$ cat src/rtl/ventilador_pkg.sv
`default_nettype none
// ============================================================================
//  Module      : ventilador_pkg
//  Description : Shared state codes, counter width, default timing values
//                and output decode for the fan motor controller.
//  Revision    : 1.0 - initial release
// ============================================================================
package ventilador_pkg;

    localparam int ESTADO_W = 3;
    localparam int CNT_W    = 8;

    localparam logic [ESTADO_W-1:0] DESLIGADO = 3'd0;
    localparam logic [ESTADO_W-1:0] PARTIDA   = 3'd1;
    localparam logic [ESTADO_W-1:0] BAIXA     = 3'd2;
    localparam logic [ESTADO_W-1:0] ALTA      = 3'd3;
    localparam logic [ESTADO_W-1:0] PARADA    = 3'd4;

    localparam int T_PARTIDA_DEF = 8;
    localparam int T_MIN_DEF     = 4;
    localparam int T_PARADA_DEF  = 6;

    // Motor enable / high-speed select implied by a state code {s1, s2}
    function automatic logic [1:0] decodifica_saidas(input logic [ESTADO_W-1:0] e);
        case (e)
            PARTIDA, BAIXA: decodifica_saidas = 2'b10;
            ALTA:           decodifica_saidas = 2'b11;
            default:        decodifica_saidas = 2'b00;
        endcase
    endfunction

endpackage
`default_nettype wire

$ cat src/rtl/ventilador_temporizador.sv
`default_nettype none
// ============================================================================
//  Module      : ventilador_temporizador
//  Description : Dwell counter; clears on request, counts up and saturates
//                at the supplied limit, flags when the limit is reached.
//  Revision    : 1.0 - initial release
// ============================================================================
module ventilador_temporizador
    import ventilador_pkg::*;
(
    input  logic             clk,
    input  logic             rst,
    input  logic             limpa,
    input  logic             incrementa,
    input  logic [CNT_W-1:0] limite,
    output logic [CNT_W-1:0] cnt,
    output logic             atingiu
);

    logic [CNT_W-1:0] r_cnt;

    // Clear has priority; counting stops at the limit so it never wraps
    always_ff @(posedge clk or posedge rst) begin
        if (rst) begin
            r_cnt <= '0;
        end else if (limpa) begin
            r_cnt <= '0;
        end else if (incrementa && (r_cnt < limite)) begin
            r_cnt <= r_cnt + 1'b1;
        end
    end

    assign cnt     = r_cnt;
    assign atingiu = (r_cnt >= limite);

endmodule
`default_nettype wire

$ cat src/rtl/ventilador_ctrl.sv
`default_nettype none
// ============================================================================
//  Module      : ventilador_ctrl
//  Description : Fan motor sequencer: soft start, minimum speed dwell,
//                coast-down lockout; registered motor enable / high speed.
//  Revision    : 1.0 - initial release
// ============================================================================
module ventilador_ctrl
    import ventilador_pkg::*;
#(
    parameter int T_PARTIDA = T_PARTIDA_DEF,
    parameter int T_MIN     = T_MIN_DEF,
    parameter int T_PARADA  = T_PARADA_DEF
) (
    input  logic                clk,
    input  logic                reset,
    input  logic                a,
    input  logic                b,
    input  logic                c,
    input  logic                d,
    output logic                s1,
    output logic                s2,
    output logic [ESTADO_W-1:0] estado
);

    localparam logic [CNT_W-1:0] c_lim_partida = CNT_W'(T_PARTIDA - 1);
    localparam logic [CNT_W-1:0] c_lim_min     = CNT_W'(T_MIN - 1);
    localparam logic [CNT_W-1:0] c_lim_parada  = CNT_W'(T_PARADA - 1);

    logic [ESTADO_W-1:0] r_estado;
    logic [ESTADO_W-1:0] w_prox;
    logic                r_s1;
    logic                r_s2;
    logic                w_quer_alta;
    logic                w_limpa;
    logic                w_incrementa;
    logic                w_atingiu;
    logic [CNT_W-1:0]    w_limite;
    logic [CNT_W-1:0]    w_cnt;

    assign w_quer_alta = b | (c & d);

    // Next state, active timer limit and count enable for the current state
    always_comb begin
        w_prox       = r_estado;
        w_limite     = '0;
        w_incrementa = 1'b0;
        case (r_estado)
            DESLIGADO: begin
                if (a) w_prox = PARTIDA;
            end
            PARTIDA: begin
                w_limite     = c_lim_partida;
                w_incrementa = 1'b1;
                if (!a)                          w_prox = PARADA;
                else if (w_cnt == c_lim_partida) w_prox = BAIXA;
            end
            BAIXA: begin
                w_limite     = c_lim_min;
                w_incrementa = 1'b1;
                if (!a)                            w_prox = PARADA;
                else if (w_quer_alta && w_atingiu) w_prox = ALTA;
            end
            ALTA: begin
                w_limite     = c_lim_min;
                w_incrementa = 1'b1;
                if (!a)                             w_prox = PARADA;
                else if (!w_quer_alta && w_atingiu) w_prox = BAIXA;
            end
            PARADA: begin
                // Power request is deliberately ignored during coast-down
                w_limite     = c_lim_parada;
                w_incrementa = 1'b1;
                if (w_cnt == c_lim_parada) w_prox = DESLIGADO;
            end
            default: begin
                w_prox = DESLIGADO;
            end
        endcase
    end

    // Every state change restarts the dwell count from zero
    assign w_limpa = (w_prox != r_estado);

    ventilador_temporizador u_temporizador (
        .clk        (clk),
        .rst        (reset),
        .limpa      (w_limpa),
        .incrementa (w_incrementa),
        .limite     (w_limite),
        .cnt        (w_cnt),
        .atingiu    (w_atingiu)
    );

    // State and outputs registered together so s1/s2 always match estado
    always_ff @(posedge clk or posedge reset) begin
        if (reset) begin
            r_estado <= DESLIGADO;
            r_s1     <= 1'b0;
            r_s2     <= 1'b0;
        end else begin
            r_estado       <= w_prox;
            {r_s1, r_s2}   <= decodifica_saidas(w_prox);
        end
    end

    assign s1     = r_s1;
    assign s2     = r_s2;
    assign estado = r_estado;

endmodule
`default_nettype wire

$ cat config.mk
export PLATFORM = sky130hd
export DESIGN_NAME = ventilador_ctrl
export DESIGN_NICKNAME = d
export VERILOG_FILES = /design/src/rtl/ventilador_pkg.sv /design/src/rtl/ventilador_temporizador.sv /design/src/rtl/ventilador_ctrl.sv
export SDC_FILE = /design/constraint.sdc
export NUM_CORES = 1
export LEC_CHECK = 0
export CORE_ASPECT_RATIO = 0.9
export CORE_UTILIZATION = 55
export CTS_CLUSTER_SIZE = 40
export DETAILED_ROUTE_END_ITERATION = 10
export GPL_TIMING_DRIVEN = 0
export PLACE_DENSITY_LB_ADDON = 0.25
export SYNTH_ARGS = -nofsm -noshare
export SYNTH_HDL_FRONTEND = slang
export SYNTH_HIERARCHICAL = 1
export SYNTH_SLANG_ARGS = --single-unit
$ cat constraint.sdc
create_clock -name clk -period 3.9 [get_ports clk]
set_input_delay 0.39 -clock clk [delete_from_list [all_inputs] [get_ports clk]]
set_output_delay 0.39 -clock clk [all_outputs]
set_load 0.05 [all_outputs]
==> reports/qor.yml, run 1 <==
fin_nets: 151
htreeDepth: 1
cp_max_fo: 10
portBuffers: 10
pre_cts_ws_ns: 0.734
totalWireLength_um: 2140
r2r-start: "estado[0]"
finalSetupTns_ns: 0
synth_cell_types: 41
syn2layout_area_growth_pct: 16.3
dr_wl_met3_um: 89
via_count: 931
path_clk_slew_ns: 0.08
startpoint_type: "flop"
netlist_area_sq_um: 1050
coreArea_sq_um: 1730
antenna_left: 0
final-setup-viol-count: 0
placed_area_sq_um: 1190
grt_first_pass_wirelength_um: 3590
async_reset_ff_share_pct: 100
layout_min_cycle_time_ns: 3.24
crit_type: "flop to flop"
clk_path_buf_depth: 2
io_pins: 11
first_global_vias: 827
drt_first_iter_violations: 30
worstSetupStartpoint: "estado[0]"
ys_warn_count: 6
timing.final.crit_share_pct: 83.0
wl_met2_um: 1020
grt_max_degree: 11
post-cts-setup-buffer-count: 0
drive_gt1_share_pct: 13.3
status: "complete, no violations"
hold_violations: 0
hold_class: "input port to async pin"
end_kind: "flop"
synth_edf_count: 0
overflow: 0
cts_buffers: 3
layout_common_cells: "13 x dfrtp_1, 12 x inv_1, 10 x nor2_1, 10 x clkdlybuf4s50_1"
timing.fmax_ghz: 0.309
die_area_sq_um: 2090
syn_inst: 117
max_cap_viol_count: 0
antenna_found_initial: 0
final_common_cell: "dfrtp_1"
drv_slew: 0
cts_resized: 0
grt_usage_pct: 24.9
rsz0062_at_grt: "false"
ctsHoldBuffers: 0
required_ns: 4.07
gp_congestion: 0.844
powerDensity_nw_per_um2: 496
root_buffer: "clkbuf_4"
die_w_um: 48.0
drt-pass1-iter-count: 5
total_power_mw: 0.605
leakage_nw: 0.528
die_y_um: 43.4
stdcell_area_sq_um: 1220
synth_seq_cells: 13
drc: 0
wl_met1_um: 1010
drt-vias-per-instance: 5.86
start_util_pct: 60.5
clock_sinks: 13
fin_skew_ns: 0.00431
wl_per_cell_um: 13.4
setup_ws_ns: 0.661
worstMarginPinSlew_ns: 0.587
dp_hpwl_um: 1670
diodes: 0
syn_avg_cell_area_sq_um: 8.96
insertion_delay_ns: 0.27
synth_flop_cell: "dfrtp_1"
max_slew_margin_pct: 60.4
fillerInstances: 145
max-vdd-ir-drop_v: 0.000342
rows: 14
ys_seq_area_share_pct: 31.0
cp.arrival_ns: 3.40
cts_tree: "done"
top_layer_used: "met4"
-- synth_stat cells, types with 2 or more instances --
master / number / area share [%]
a21oi_1: 9 / 4.3
nor2b_1: 3 / 1.8
o31ai_1: 4 / 2.9
nand2b_1: 2 / 1.2
ha_1: 9 / 11
nand3b_1: 2 / 1.4
a41oi_1: 2 / 1.7
nor2_1: 10 / 3.6
or4_1: 4 / 2.9
dfrtp_1: 13 / 31
a21o_1: 2 / 1.4
nand3_1: 2 / 0.95
nand2_1: 8 / 2.9
a211oi_1: 2 / 1.4
xnor2_1: 3 / 2.5
inv_1: 12 / 4.3
o21a_1: 2 / 1.4
buf_2: 3 / 1.4
mux2_2: 3 / 3.2
-- critical path, cell delays in order (launching register included) --
cell and delay, ns:
dfrtp_1 0.37, buf_2 0.17, nor2_2 0.24, xnor2_1 0.10
ha_1 0.24, nor2b_4 0.12, o211ai_2 0.10, nand2_1 0.07
a41oi_1 0.04, o21ai_0 0.49, a21oi_1 0.13, o221ai_1 0.30
clkbuf_1 0.39, nor2_1 0.10, mux2_2 0.27
-- metrics by stage --
step	util [%]	hold slack, ns	std cells
after floorplan	-	0.169	121
after global placement	68.8	0.602	155
after detailed placement	68.8	0.608	155
after CTS	70.3	0.340	159
after global routing	70.3	0.364	159
final	70.3	0.334	159
-- flip-flops by register name (all words and copies together) (netlist names) --
name                flops
u_temporizador/cnt      8
s2                      1
estado                  3
s1                      1
-- metal layers --
| metal | vias to the layer above | GRT usage, % |
|---|---|---|
| met5 | - | 0 |
| met3 | 4 | 4.17 |
| met2 | 32 | 36.8 |
| met4 | 0 | 11.1 |
| met1 | 442 | 35.4 |
| li1 | 453 | - |
-- logic make-up after synthesis --
| group | synth area share [%] |
|---|---|
| simple gates | 25.3 |
| compound gates | 18.7 |
| buf+inv | 7.16 |
| flops | 31.0 |
| fa+ha+maj | 10.7 |
| mux | 4.18 |
| xor+xnor | 2.51 |
| other cells | 0.358 |
-- layout make-up --
class	instances	area, sq um	area share [%]
timing repair buffer	10	100	8.21
clock buffer	4	26.3	2.15
sequential	13	325	26.7
buffer	5	30.0	2.46
inverter	12	45.0	3.69
tap	24	30.0	2.46
multi-input combinational	91	663	54.4
-- power by group --
group / leakage (nW) / total (mW) / internal (mW) / switching [mW]
clock network: 0.0150 / 0.0828 / 0.0396 / 0.0431
logic: 0.338 / 0.347 / 0.152 / 0.195
registers: 0.175 / 0.175 / 0.154 / 0.0213
-- worst paths after layout --
path	to	slack, ns	cells past startpoint
min reg2reg	u_temporizador/cnt[7]	0.61	2
min	estado[0]	0.33	2
max reg2reg	u_temporizador/cnt[0]	0.66	14
max in group asynchronous	u_temporizador/cnt[7]	3.28	2
max	u_temporizador/cnt[0]	0.66	14
min in group clk	u_temporizador/cnt[7]	0.61	2
(Power assumes the default switching activity.)
==> inputs of run 2 (changes only) <==
==> constraint.sdc (replaced) <==
create_clock -name clk -period 3 [get_ports clk]
set_input_delay 0.3 -clock clk [delete_from_list [all_inputs] [get_ports clk]]
set_output_delay 0.3 -clock clk [all_outputs]
set_load 0.05 [all_outputs]
==> run 2 against run 1 <==
Combinational power increased by 35%. Critical path depth is 1 higher. Clock skew is essentially flat. Clock power increased by 29%. Clock-buffer cell count unchanged. Critical path type unchanged. Largest cell class unchanged.
==> reports/qor.yml, run 2 (same netlist as run 1, synthesis figures left out) <==
status: "complete, no violations"
dr_wl_met3_um: 87  # -2.2%
coreArea_sq_um: 1730  # unchanged
top_layer_used: "met4"
crit_type: "flop to flop"
cts_tree: "done"
wl_met2_um: 1020  # unchanged
drt-vias-per-instance: 5.64  # -3.7%
gp_congestion: 0.866  # +2.5%
htreeDepth: 1  # unchanged
max_cap_viol_count: 0  # unchanged
p_int_mw: 0.461  # +34%
reg2regPathDepth: 15  # +1
grt_first_pass_wirelength_um: 3610  # +0.39%
p_sw_share_pct: 43.2  # +0.30 points
io_pins: 11  # unchanged
die_w_um: 48.0  # unchanged
cp_max_fo: 10  # unchanged
drv_slew: 0  # unchanged
overflow: 0  # unchanged
r2r-start: "estado[2]"
clk_path_buf_depth: 2  # unchanged
start_util_pct: 60.5  # unchanged
final_common_cell: "inv_1"
die_area_sq_um: 2090  # unchanged
startpoint_type: "flop"
required_ns: 3.19  # -0.88 ns
grt_usage_pct: 24.6  # -0.33 points
leakage_nw: 0.530  # +0.25%
totalWireLength_um: 2120  # -0.94%
drive_gt1_share_pct: 17.2  # +3.8 points
path_clk_slew_ns: 0.08  # about the same
final-setup-viol-count: 0  # unchanged
dp.cells: 155  # unchanged
r2r_slack_ns: 0.26  # -0.40 ns
end_kind: "flop"
drc: 0  # unchanged
power_frac_clock_pct: 13.2  # -0.5 points
hold_violations: 0  # unchanged
fin_skew_ns: 0.00424  # -0.0000745 ns
root_buffer: "clkbuf_4"
reg2reg_to: "u_temporizador/cnt[1]"
cp.arrival_ns: 2.93  # -0.47 ns
wl_met1_um: 991  # -2.0%
placed_area_sq_um: 1200  # +0.21%
hold_class: "input port to async pin"
wl_per_cell_um: 13.4  # -0.31%
first_global_vias: 859  # +3.9%
instances_no_fill: 158  # -0.63%
stdcell_area_sq_um: 1240  # +1.9%
max-vdd-ir-drop_v: 0.000478  # +40%
portBuffers: 10  # unchanged
diodes: 0  # unchanged
antenna_left: 0  # unchanged
clock_sinks: 13  # unchanged
seq_power_share_pct: 29.2  # +0.3 points
layout_common_cells: "12 x inv_1, 11 x dfrtp_1, 10 x nor2_1, 10 x clkdlybuf4s50_1"
grt_max_degree: 11  # unchanged
die_y_um: 43.4  # unchanged
fin_nets: 150  # -0.66%
syn2layout_area_growth_pct: 18.6
netSwitchingPower_mw: 0.351  # +35%
via_count: 891  # -4.3%
drt-pass1-iter-count: 4  # -1
finalSetupTns_ns: 0  # unchanged
hold_slack_ns: 0.261  # -0.0731 ns
drt_first_iter_violations: 21  # -30%
dp_hpwl_um: 1670  # -0.12%
powerDensity_nw_per_um2: 653  # +32%
rsz0062_at_grt: "false"
combPwrFrac_pct: 57.6  # +0.2 points
cts_buffers: 3  # unchanged
timing.final.crit_share_pct: 91.3  # +8.2 points
utilization_pct: 71.7  # +1.4 points
antenna_found_initial: 0  # unchanged
insertion_delay_ns: 0.27  # about the same
largest_register_ff_count: 8  # unchanged
timing.fmax_ghz: 0.365  # +18%
layout_min_cycle_time_ns: 2.74  # -0.500 ns
ctsHoldBuffers: 0  # unchanged
rows: 14  # unchanged
==> run 2: per-layer routing <==
| metal | GRT usage [%] | vias to the layer above |
|---|---|---|
| met5 | 0 | - |
| met3 | 5.42 | 4 |
| met2 | 38.4 | 18 |
| met4 | 6.67 | 0 |
| met1 | 34.0 | 421 |
| li1 | - | 448 |
==> run 2: metrics by stage <==
step | power, mW | setup WS [ns]
CTS | 0.794 | 0.00781
global placement | 0.664 | -0.111
global route | 0.873 | 0.0377
detailed placement | 0.682 | -0.177
floorplan | 0.584 | 0.0330
finish | 0.812 | 0.262
==> run 2: power groups by stage <==
stage          combinational [mW]  sequential [mW]  clock (mW)
2_1_floorplan               0.313            0.271           0
3_3_place_gp                0.435            0.229           0
3_5_place_dp                0.452            0.230           0
4_1_cts                     0.457            0.228       0.109
5_1_grt                     0.514            0.242       0.117
6_report                    0.468            0.237       0.107
==> run 2: worst max path at each step <==
stage	from	to	slack, ns
6_report	estado[2]	u_temporizador/cnt[1]	0.26
5_1_grt	estado[2]	u_temporizador/cnt[1]	0.04
4_1_cts	estado[0]	u_temporizador/cnt[1]	0.008
3_5_place_dp	estado[0]	u_temporizador/cnt[5]	-0.18
3_3_place_gp	estado[0]	u_temporizador/cnt[2]	-0.11
2_1_floorplan	estado[2]	u_temporizador/cnt[2]	0.03
==> run 2: final cells by class <==
class,count,area [sq um]
multi-input cells,91,686
fillers,138,490
flip-flops and latches,13,328
repair buffers,10,100
inverters,12,45.0
well taps,24,30.0
plain buffers,4,28.8
clock buffers,4,26.3
==> run 2: repair_timing <==
action                     CTS  global route
setup buffers                0             0
setup endpoints to repair    4             8
pin swaps                    0             1
gates resized for setup      2             6
==> run 2: worst max-delay path, cell delays in order (launching register included) <==
cell       delay, ns
dfrtp_1         0.38
buf_2           0.17
nor2_1          0.11
inv_1           0.05
ha_1            0.32
nor2b_4         0.14
o211ai_2        0.17
nand2_1         0.09
a41oi_2         0.18
o21ai_2         0.12
nand3_1         0.10
a2bb2oi_1       0.18
o221ai_2        0.14
clkbuf_4        0.21
nand2b_1        0.17
mux2i_1         0.15
==> RTL change (config.mk and constraints of run 1) <==
Make the reset (`reset` and `rst`) synchronous in 2 clocked blocks.
--- a/src/rtl/ventilador_temporizador.sv
+++ b/src/rtl/ventilador_temporizador.sv
@@ -22,3 +22,3 @@
     // Clear has priority; counting stops at the limit so it never wraps
-    always_ff @(posedge clk or posedge rst) begin
+    always_ff @(posedge clk) begin
         if (rst) begin
--- a/src/rtl/ventilador_ctrl.sv
+++ b/src/rtl/ventilador_ctrl.sv
@@ -95,3 +95,3 @@
     // State and outputs registered together so s1/s2 always match estado
-    always_ff @(posedge clk or posedge reset) begin
+    always_ff @(posedge clk) begin
         if (reset) begin
Function: differs if reset is asserted again (counterexample within 4 cycles, from zero or initial values and one cycle with reset high); with reset held inactive, the same outputs for 10 cycles.
==> RTL change against run 1 <==
Non-clock buffer count unchanged. Setup slack lost 0.15 ns. Critical path type unchanged. Area after synthesis decreased by 4.2%. Sequential cell count unchanged. Routed wire length up 4.0%. Via count rose by 4.3%. Highest routed layer unchanged. Critical path depth up 1. Cell count grew 5.0%. Design area is 3.6% lower.
Power is not compared: it rests on default switching activity, and its combinational part moved more than twofold at a synthesized area within 25%.
==> RTL change: results (changes against run 1) <==
GRT
  • First-pass GRT wire length: 3553 um (-1.1%)
  • Met3 GRT Util: 0.01293 (-0.02874)
  • Met2 GRT Util: 0.3750 (+0.007432)
  • Overall routing resource usage: 0.2432 (-0.005785)
  • M1 GR Usage: 0.3600 (+0.006277)
  • Vias in the first global route: 822 (-0.60%)

Drt
  • DR iter-0 viols: 26 (-13%)
  • DR pass1 iterations: 4 (-1)
  • Metal-1 WL: 1121 um (+11%)
  • Vias: 971 (+4.3%)
  • DR WL/cell: 13.32 um (-0.96%)
  • Routed WL: 2224 um (+4.0%)
  • Metal3 WL: 50 um (-44%)

Cells and area
  • Area used by multi-input combinational logic: 694.4 um2 (+4.7%)
  • Buffer share of cell area: 0.1117 (+0.005035)
  • Fillers: 160 (+10%)
  • Multi-input gates: 102 (+12%)
  • Inverters: 9 (-3)
  • Signal buffers: 15 (unchanged)
  • Layout cell share with drive strength beyond 1: 0.09790 (-0.03543)
  • Clock buf/inv share: 0.02234 (+0.0008019)
  • Seq/total area: 0.2213 (-0.04539)

Critical path
  • Critical path data arrival time: 3.55 ns (+0.15 ns)
  • Worst path top cell family by delay: simple AND/OR/NAND/NOR gates
  • Worst r2r path cells: 15 (+1)
  • Critical path capture point: u_temporizador/cnt[5]
  • CP peak stage delay: 0.39 ns (-0.10 ns)
  • CP max FO: 7 (-3)
  • Reg2Reg Setup Slack: 0.51 ns (-0.15 ns)
  • Critical R2R Launch: estado[0]

Place
  • Placer's final routability congestion estimate: 0.8492 (+0.57%)
  • Placed Cells: 163 (+5.2%)
  • Placed wire-length estimate: 1722 um (+3.0%)

Hold path
  • Hold crit path type: reg -> reg

Pwr
  • Pwr Total: 280.7 uW

Yosys
  • Synth top cells by count: dfxtp_1, nand2_1, nor2_1, ha_1, inv_1
  • Fraction of registers with async set/reset: 0 (-1.000)
  • Seq/Total Area, Yosys: 0.2590 (-0.05123)
  • Yosys cell types: 44 (+7.3%)
  • Cell count after synthesis: 125 (+6.8%)
  • Top_reg_cell synth: dfxtp_1

Outcome
  • Outcome: complete, no violations

Clocking
  • Total CTS buffers: 3 (unchanged)
  • Post_cts resized: 0 (unchanged)

Timing
  • Tightest Pin Transition: 0.5038 ns (-0.08367 ns)
RTL change: stage by stage:
| step | worst slack (ns) | cell area, um2 | hold slack (ns) |
|---|---|---|---|
| 3_3_place_gp | 0.7723 | 1150 | 0.5101 |
| 6_report | 0.5114 | 1176 | 0.5320 |
| 2_1_floorplan | 0.6305 | 1020 | 0.4624 |
| 4_1_cts | 0.5481 | 1176 | 0.5344 |
| 5_1_grt | 0.2481 | 1176 | 0.5634 |
| 3_5_place_dp | 0.5744 | 1150 | 0.5225 |
RTL change: cells by family (layout without fill, tap and decap cells):
family | after synthesis | after routing | share of synthesized area
other | 1 | 5 | 0.003732
adder cells (fa/ha/maj) | 9 | 9 | 0.1121
flip-flops | 13 | 13 | 0.2590
AND/OR/NAND/NOR | 50 | 50 | 0.2864
AO/OA/AOI/OAI | 34 | 34 | 0.2391
XOR/XNOR | 4 | 4 | 0.03487
buffers and inverters | 14 | 28 | 0.06475
